<file path="src/rtl/freq_meter.sv">
// Gated-window frequency meter.
// Counts rising edges of an asynchronous input over a window of exactly
// GATE_CYCLES reference clocks and reports the count, saturating at all-ones.
//
// Handshake: Start is a level sampled only while IDLE; it is not a valid/ready
// pair and is never queued. Valid is a one-cycle pulse, with no back-pressure,
// marking the cycle in which Freq_Out and Overflow take a new result. Both
// outputs hold that result until the next Valid.
module freq_meter #(
  parameter int CLK_Freq    = 50000000,
  parameter int GATE_CYCLES = CLK_Freq,
  parameter int CNT_W       = 27
) (
  input  logic             CLK_50M,
  input  logic             CR,
  input  logic             Sig_In,
  input  logic             Start,
  input  logic             Cont,
  output logic [CNT_W-1:0] Freq_Out,
  output logic             Valid,
  output logic             Overflow,
  output logic             Busy,
  output logic [1:0]       state_dbg
);

  localparam int GATE_W = (GATE_CYCLES > 1) ? $clog2(GATE_CYCLES) : 1;
  localparam logic [GATE_W-1:0] GATE_LAST = GATE_W'(GATE_CYCLES - 1);

  typedef enum logic [1:0] {
    IDLE = 2'd0,
    GATE = 2'd1,
    DONE = 2'd2
  } state_t;

  state_t             state, state_next;
  logic               sync0, s1, s2, edge_r;
  logic [GATE_W-1:0]  gate_cnt;
  logic [CNT_W-1:0]   edge_cnt;
  logic               ovf;

  // Two-flop synchronizer, one history flop, then a registered rising-edge strobe
  always_ff @(posedge CLK_50M) begin
    if (CR) begin
      sync0  <= 1'b0;
      s1     <= 1'b0;
      s2     <= 1'b0;
      edge_r <= 1'b0;
    end else begin
      sync0  <= Sig_In;
      s1     <= sync0;
      s2     <= s1;
      edge_r <= s1 & ~s2;
    end
  end

  // State register
  always_ff @(posedge CLK_50M) begin
    if (CR) state <= IDLE;
    else    state <= state_next;
  end

  // Next-state logic: DONE always lasts one cycle, then re-arms or idles on Cont
  always_comb begin
    state_next = state;
    case (state)
      IDLE:    if (Start) state_next = GATE;
      GATE:    if (gate_cnt == GATE_LAST) state_next = DONE;
      DONE:    state_next = Cont ? GATE : IDLE;
      default: state_next = IDLE;
    endcase
  end

  // Gate and edge counters; the last gate cycle's edge is still counted
  always_ff @(posedge CLK_50M) begin
    if (CR) begin
      gate_cnt <= '0;
      edge_cnt <= '0;
      ovf      <= 1'b0;
    end else begin
      case (state)
        IDLE: begin
          if (Start) begin
            gate_cnt <= '0;
            edge_cnt <= '0;
            ovf      <= 1'b0;
          end
        end
        GATE: begin
          if (gate_cnt != GATE_LAST) gate_cnt <= gate_cnt + GATE_W'(1);
          if (edge_r) begin
            if (&edge_cnt) ovf <= 1'b1;
            else           edge_cnt <= edge_cnt + CNT_W'(1);
          end
        end
        DONE: begin
          // Clear here so a continuous re-arm starts a fresh window without a dead cycle
          gate_cnt <= '0;
          edge_cnt <= '0;
          ovf      <= 1'b0;
        end
        default: begin
          gate_cnt <= '0;
          edge_cnt <= '0;
          ovf      <= 1'b0;
        end
      endcase
    end
  end

  // Result registers: publish the finished window as DONE ends
  always_ff @(posedge CLK_50M) begin
    if (CR) begin
      Freq_Out <= '0;
      Overflow <= 1'b0;
      Valid    <= 1'b0;
    end else begin
      Valid <= (state == DONE);
      if (state == DONE) begin
        Freq_Out <= edge_cnt;
        Overflow <= ovf;
      end
    end
  end

  assign Busy      = (state == GATE) || (state == DONE);
  assign state_dbg = state;

endmodule

</file>
<file path="config.mk">
export PLATFORM = sky130hd
export DESIGN_NAME = freq_meter
export DESIGN_NICKNAME = d
export VERILOG_FILES = /design/src/rtl/freq_meter.sv
export SDC_FILE = /design/constraint.sdc
export NUM_CORES = 1
export LEC_CHECK = 0
export ABC_CLOCK_PERIOD_IN_PS = 2800
export BUFFER_PORTS_ARGS = -buffer_cell sky130_fd_sc_hd__buf_2
export CORE_UTILIZATION = 45
export CTS_BUF_LIST = sky130_fd_sc_hd__clkbuf_16
export DETAILED_ROUTE_END_ITERATION = 8
export GPL_ROUTABILITY_DRIVEN = 0
export GPL_TIMING_DRIVEN = 0
export PLACE_DENSITY = 0.67
export SYNTH_ARGS = -nofsm -noshare
export SYNTH_HDL_FRONTEND = slang
export SYNTH_SLANG_ARGS = --single-unit
</file>
<file path="constraint.sdc">
create_clock -name CLK_50M -period 2.8 [get_ports CLK_50M]
set_clock_uncertainty 0.05 [all_clocks]
set_input_delay 0.14 -clock CLK_50M [delete_from_list [all_inputs] [get_ports CLK_50M]]
set_output_delay 0.14 -clock CLK_50M [all_outputs]
set_load 0.005 [all_outputs]
</file>
==> impl_metrics.ini, run 1 <==
[outcome]
status = finished, final reports clean

[timing]
fmax_mhz = 382.4
hold_violations = 0
drv_slew = 0
period_share_pct = 93.40
worst_pin_slew_ns = 0.7874
period_needed_ns = 2.615
fin_setup_tns_ns = 0
rsz0062_at_grt = no
slew-limit-headroom_pct = 47.50
final-setup-viol-count = 0

[route]
drtPass1Iterations = 5
vias = 4150
top_layer = met4
drt-total-wl_um = 11870
drt_iter0_drc = 336
wl_per_cell_um = 17.08
drc = 0
wl_met3_um = 669
wl_met2_um = 5610
drt-met1-wl_um = 5283
ant_nets = 0
vias_per_cell = 5.971

[clock_network]
cts.path.max_buffers = 2
cts_setup_buffers = 0
clock_latency_ns = 0.34
path_clk_slew_ns = 0.07
cts_root_buf = clkbuf_16
ctsHtreeMaxLevel = 3
numCtsBuffers = 9
tritoncts = yes
numClockSinks = 89

[synthesis]
ys_types = 66
ys_seq_elements = 89
synthFlopType = dfxtp_1
synth-edff-count = 0
synth-seq-area-share_pct = 40.72
ys_warn_count = 0
synth_top_area_share_pct = 40.72
syn-mean-instance-area_um2 = 8.513
async_reset_ff_share_pct = 0
yosysTopAreaCell = dfxtp_1
ys_top_cells_by_area = dfxtp_1, mux2i_1, nor2_1
syn_area_um2 = 4375
syn_nets = 525
syn_inst = 514

[grt]
antenna_found_initial = 0
grt_pass1_wl_um = 19530
grt_pass1_vias = 3925
grt-ovfl-total = 0
grt_max_degree = 16
track_usage_pct = 24.88

[cells_and_area]
drive_gt1_share_pct = 15.19
final_area_um2 = 5041
areaGrowthSynthToFinish_pct = 15.21
n_antenna_cell = 0
fin_nets = 572

[die]
rows = 35
start_util_pct = 46.91
fp.dieArea_um2 = 10120
core_um2 = 9328
die_h_um = 100.6
ioPinCount = 37
die_w_um = 100.6

[pwr]
intPower_mw = 2.172
seqPwrFrac_pct = 43.0
power_frac_comb_pct = 13.6
p_clk_share_pct = 43.5
p_sw_mw = 0.8200
power_leakage_nw = 1.801
fin_total_pwr_mw = 2.992
power_density_nw_per_um2 = 593.5
vdd_drop_max_mv = 0.3222
switching_share_pct = 27.40

[critical_path]
startpoint_type = flop
critPathCaptureType = flop
critPathArrivalTime_ns = 2.83
r2r-end = edge_cnt[21]
path_class = flop to flop
crit_fanout = 9
r2r_setup_slack_ns = 0.18
crit_required_ns = 3.02
r2r_cells = 8
rr_startpoint = state_dbg[1]

[place]
dp_hpwl_um = 8183
post_dp_cell_area_um2 = 4717
numPortBuffers = 36

[min_path]
min_path_type = input port to flop
hp-start = Cont
hold_path_depth = 3
hold_end = state_dbg[0]

[run]
cap_violations = 0
-- power by group through the flow --
stage | registers, mW | clock network, mW | logic [mW]
floorplan | 1.31 | 0 | 0.265
global placement | 1.31 | 0 | 0.391
detailed placement | 1.31 | 0 | 0.399
CTS | 1.29 | 1.31 | 0.405
global route | 1.29 | 1.36 | 0.443
finish | 1.29 | 1.30 | 0.406
-- repair_timing --
item | in CTS | in global routing
resized for setup | 0 | 0
hold endpoints to repair | 1 | 0
hold buffers | 1 | 0
endpoints found under the setup margin | 0 | 1
-- flip-flops by register name, indices dropped and copies added (netlist names) --
register,flops
s2,1
ovf,1
state_dbg,2
edge_cnt,27
s1,1
edge_r,1
gate_cnt,26
Freq_Out,27
Overflow,1
Valid,1
sync0,1
-- synth_stat cells (6+ instances only) --
cell and number:
a21oi_1 34, a22oi_1 6, a31oi_1 12, and2_1 7, clkbuf_1 19, dfxtp_1 89
ha_1 6, inv_1 9, mux2i_1 29, nand2_1 43, nand3_1 26, nand4_1 20
nor2_1 68, nor3_1 8, nor4_1 6, o21ai_0 23, o31ai_1 8, or3_1 7
-- routing by layer --
layer | track usage [%] | vias up
met5 | 0 | -
met4 | 12.04 | 0
met3 | 3.953 | 33
met2 | 41.15 | 166
met1 | 31.66 | 1969
li1 | - | 1982
-- critical path, cell delays in order (launching register included) --
cell and delay [ns]:
dfxtp_1 0.35, inv_1 0.09, ha_1 0.29, inv_4 0.11
nor2_1 0.59, nand2_1 0.28, nor2_1 0.44, a41oi_1 0.18
a31oi_1 0.16
-- layout make-up --
cell class              instances  area, µm²
inverters                      10      40.04
fillers                       876       4287
clock buffers                   9      225.2
plain buffers                  26      128.9
flip-flops and latches         89       1782
multi-input cells             388       2421
clock inverters                 7      92.59
well taps                     129      161.4
repair buffers                 37      190.2
-- stage by stage --
stage	setup WS (ns)	cells	utilization [%]	hold WS [ns]
floorplan	0.7883	514	-	0.2182
CTS	0.1162	696	54.08	0.1129
detailed placement	0.2599	679	50.57	0.3345
global route	0.04448	695	54.04	0.1490
global placement	0.3040	679	50.57	0.3072
finish	0.1848	695	54.04	0.1191
-- cells by family (layout without fill, tap and decap cells) --
kind of cell / count (synthesis) / count (layout) / synth area share (%)
muxes: 35 / 35 / 8.178
xor gates and xnor gates: 3 / 3 / 0.6006
adders and majority gates: 6 / 6 / 1.716
and+or+nand+nor: 236 / 236 / 29.40
AOI/OAI and AO/OA: 108 / 108 / 15.44
DFF: 89 / 89 / 40.72
buffers and inverters: 37 / 89 / 3.946
-- layout by cell type, fill, tap and decap left out, types with 18 or more instances in the layout --
cell type | synthesis | final
a21oi_1 | 34 | 34
buf_2 | 2 | 38
clkbuf_1 | 19 | 18
dfxtp_1 | 89 | 89
mux2i_1 | 29 | 29
nand2_1 | 43 | 43
nand3_1 | 26 | 26
nand4_1 | 20 | 20
nor2_1 | 68 | 68
o21ai_0 | 23 | 23
-- worst max-delay path by stage --
stage | cells after the start | end | start | slack (ns)
floorplan | 10 | edge_cnt[24] | state_dbg[0] | 0.79
global placement | 6 | gate_cnt[2] | state_dbg[1] | 0.30
detailed placement | 6 | gate_cnt[2] | state_dbg[1] | 0.26
CTS | 10 | edge_cnt[20] | state_dbg[0] | 0.12
global route | 7 | edge_cnt[21] | state_dbg[0] | 0.04
finish | 8 | edge_cnt[21] | state_dbg[1] | 0.18
Power figures use the tool's default switching activity.
==> run 2: changes to the inputs <==
Settings changed: RECOVER_POWER from default to 25, SLEW_MARGIN from default to 20.
==> run 2 against run 1 <==
Critical path depth down 1. Register-to-register slack worse by 0.03 ns. Highest routed layer unchanged. Combinational power about the same. Critical endpoint unchanged. Critical path type unchanged. First-iteration DRC count down 9.8%. Sequential power about the same. Total power about the same.
==> impl_metrics.ini, run 2 (synthesis gave the netlist of run 1 again) <==
[outcome]
status = finished, final reports clean

[die]
start_util_pct = 46.91
fp.dieArea_um2 = 10120
ioPinCount = 37
die_w_um = 100.6
rows = 35
die_h_um = 100.6
core_um2 = 9328

[pwr]
power_leakage_nw = 1.728
switching_share_pct = 27.44
seqPwrFrac_pct = 43.0
power_frac_comb_pct = 13.6
power_density_nw_per_um2 = 596.2
p_sw_mw = 0.8211
vdd_drop_max_mv = 0.3226
p_clk_share_pct = 43.4
fin_total_pwr_mw = 2.993
intPower_mw = 2.172

[critical_path]
crit_chain = ha_1 > inv_4 > nor2_1 > nand2_1 > nor2_1 > a41oi_1 > a31oi_1
critPathArrivalTime_ns = 2.86
crit_slowest_cell = nor2_1
critPathCaptureType = flop
slowest_delay_ns = 0.61
cp_num_buf_inv = 1
crit_fanout = 9
path_class = flop to flop
path_delay_family = simple AND/OR/NAND/NOR gates
startpoint_type = flop
crit_required_ns = 3.02
crit_path_frequent_cell = nor2_1

[grt]
grt_pass1_vias = 3925
antenna_found_initial = 0
grt_pass1_wl_um = 19530
grt_max_degree = 16
grt-ovfl-total = 0
track_usage_pct = 24.88

[cells_and_area]
final_cell_mix = dfxtp_1, nor2_1, nand2_1
n_antenna_cell = 0
reg_top3 = Freq_Out (27), edge_cnt (27), gate_cnt (26)
fin_util_pct = 53.82
regArea_um2 = 1782
multiInputGateArea_um2 = 2421
mostFrequentLayoutCell = dfxtp_1
fin_nets = 572
final_area_um2 = 5020
nFillCells = 884
areaGrowthSynthToFinish_pct = 14.73
layoutNonFillerInstCount = 695
drive_gt1_share_pct = 12.19

[clock_network]
cts.path.max_buffers = 2
path_clk_slew_ns = 0.07
numCtsBuffers = 9
cts_root_buf = clkbuf_16
cts-resized-gates = 0
cts_setup_buffers = 0
ctsHtreeMaxLevel = 3
clock_latency_ns = 0.34
numClockSinks = 89
tritoncts = yes

[route]
drt-total-wl_um = 11890
drc = 0
vias_per_cell = 5.912
drt_iter0_drc = 303
ant_nets = 0
drtPass1Iterations = 5
vias = 4109
wl_per_cell_um = 17.11

[timing]
worst_pin_slew_ns = 0.7867
hold_violations = 0
period_share_pct = 94.55
slew-limit-headroom_pct = 47.55
drv_slew = 0
setup_slack_ns = 0.1526
rsz0062_at_grt = no
timing.hold.ws_ns = 0.1100
final-setup-viol-count = 0
fmax_mhz = 377.7
fin_setup_tns_ns = 0
period_needed_ns = 2.647

[place]
numPortBuffers = 36
dp_hpwl_um = 8183
post_dp_cell_area_um2 = 4717
pre_cts_ws_ns = 0.2599
dp.cells = 679

[run]
cap_violations = 0

[min_path]
min_path_type = input port to flop
## run 2: worst register-to-register path, stage by stage, from the launching register on
cell and delay (ns):
dfxtp_1 0.41, ha_1 0.32, inv_4 0.12, nor2_1 0.61, nand2_1 0.28, nor2_1 0.44
a41oi_1 0.18, a31oi_1 0.16
## run 2: repair_timing
item,in CTS,in global routing
hold endpoints to repair,1,0
hold buffers,1,0
setup endpoints to repair,0,1
## run 2: worst paths after layout
check                    start           end  slack (ns)  depth (start not counted)
hold / removal            Cont  state_dbg[0]        0.11                          3
setup / recovery  state_dbg[0]  edge_cnt[21]        0.15                          7
hold reg to reg             s2        edge_r        0.34                          1
setup reg to reg  state_dbg[0]  edge_cnt[21]        0.15                          7
## run 2: layout make-up
class                           count  area share [%]
Buffer                             26           2.567
Clock buffer                        9           4.487
Clock inverter                      7           1.844
Inverter                           10          0.7976
Multi-Input combinational cell    388           48.23
Sequential cell                    89           35.49
Tap cell                          129           3.215
Timing Repair Buffer               37           3.365
## run 2: layer usage
layer	track usage [%]	routed length, µm	vias to the layer above
li1	-	-	1980
met1	31.66	5439	1972
met2	41.15	5608	132
met3	3.953	543	25
met4	12.04	297	0
met5	0	0	-
## run 2: power groups by stage
stage | registers (mW) | logic (mW) | clock network [mW]
2_1_floorplan | 1.31 | 0.265 | 0
3_3_place_gp | 1.31 | 0.391 | 0
3_5_place_dp | 1.31 | 0.399 | 0
4_1_cts | 1.29 | 0.405 | 1.31
5_1_grt | 1.29 | 0.443 | 1.36
6_report | 1.29 | 0.408 | 1.30
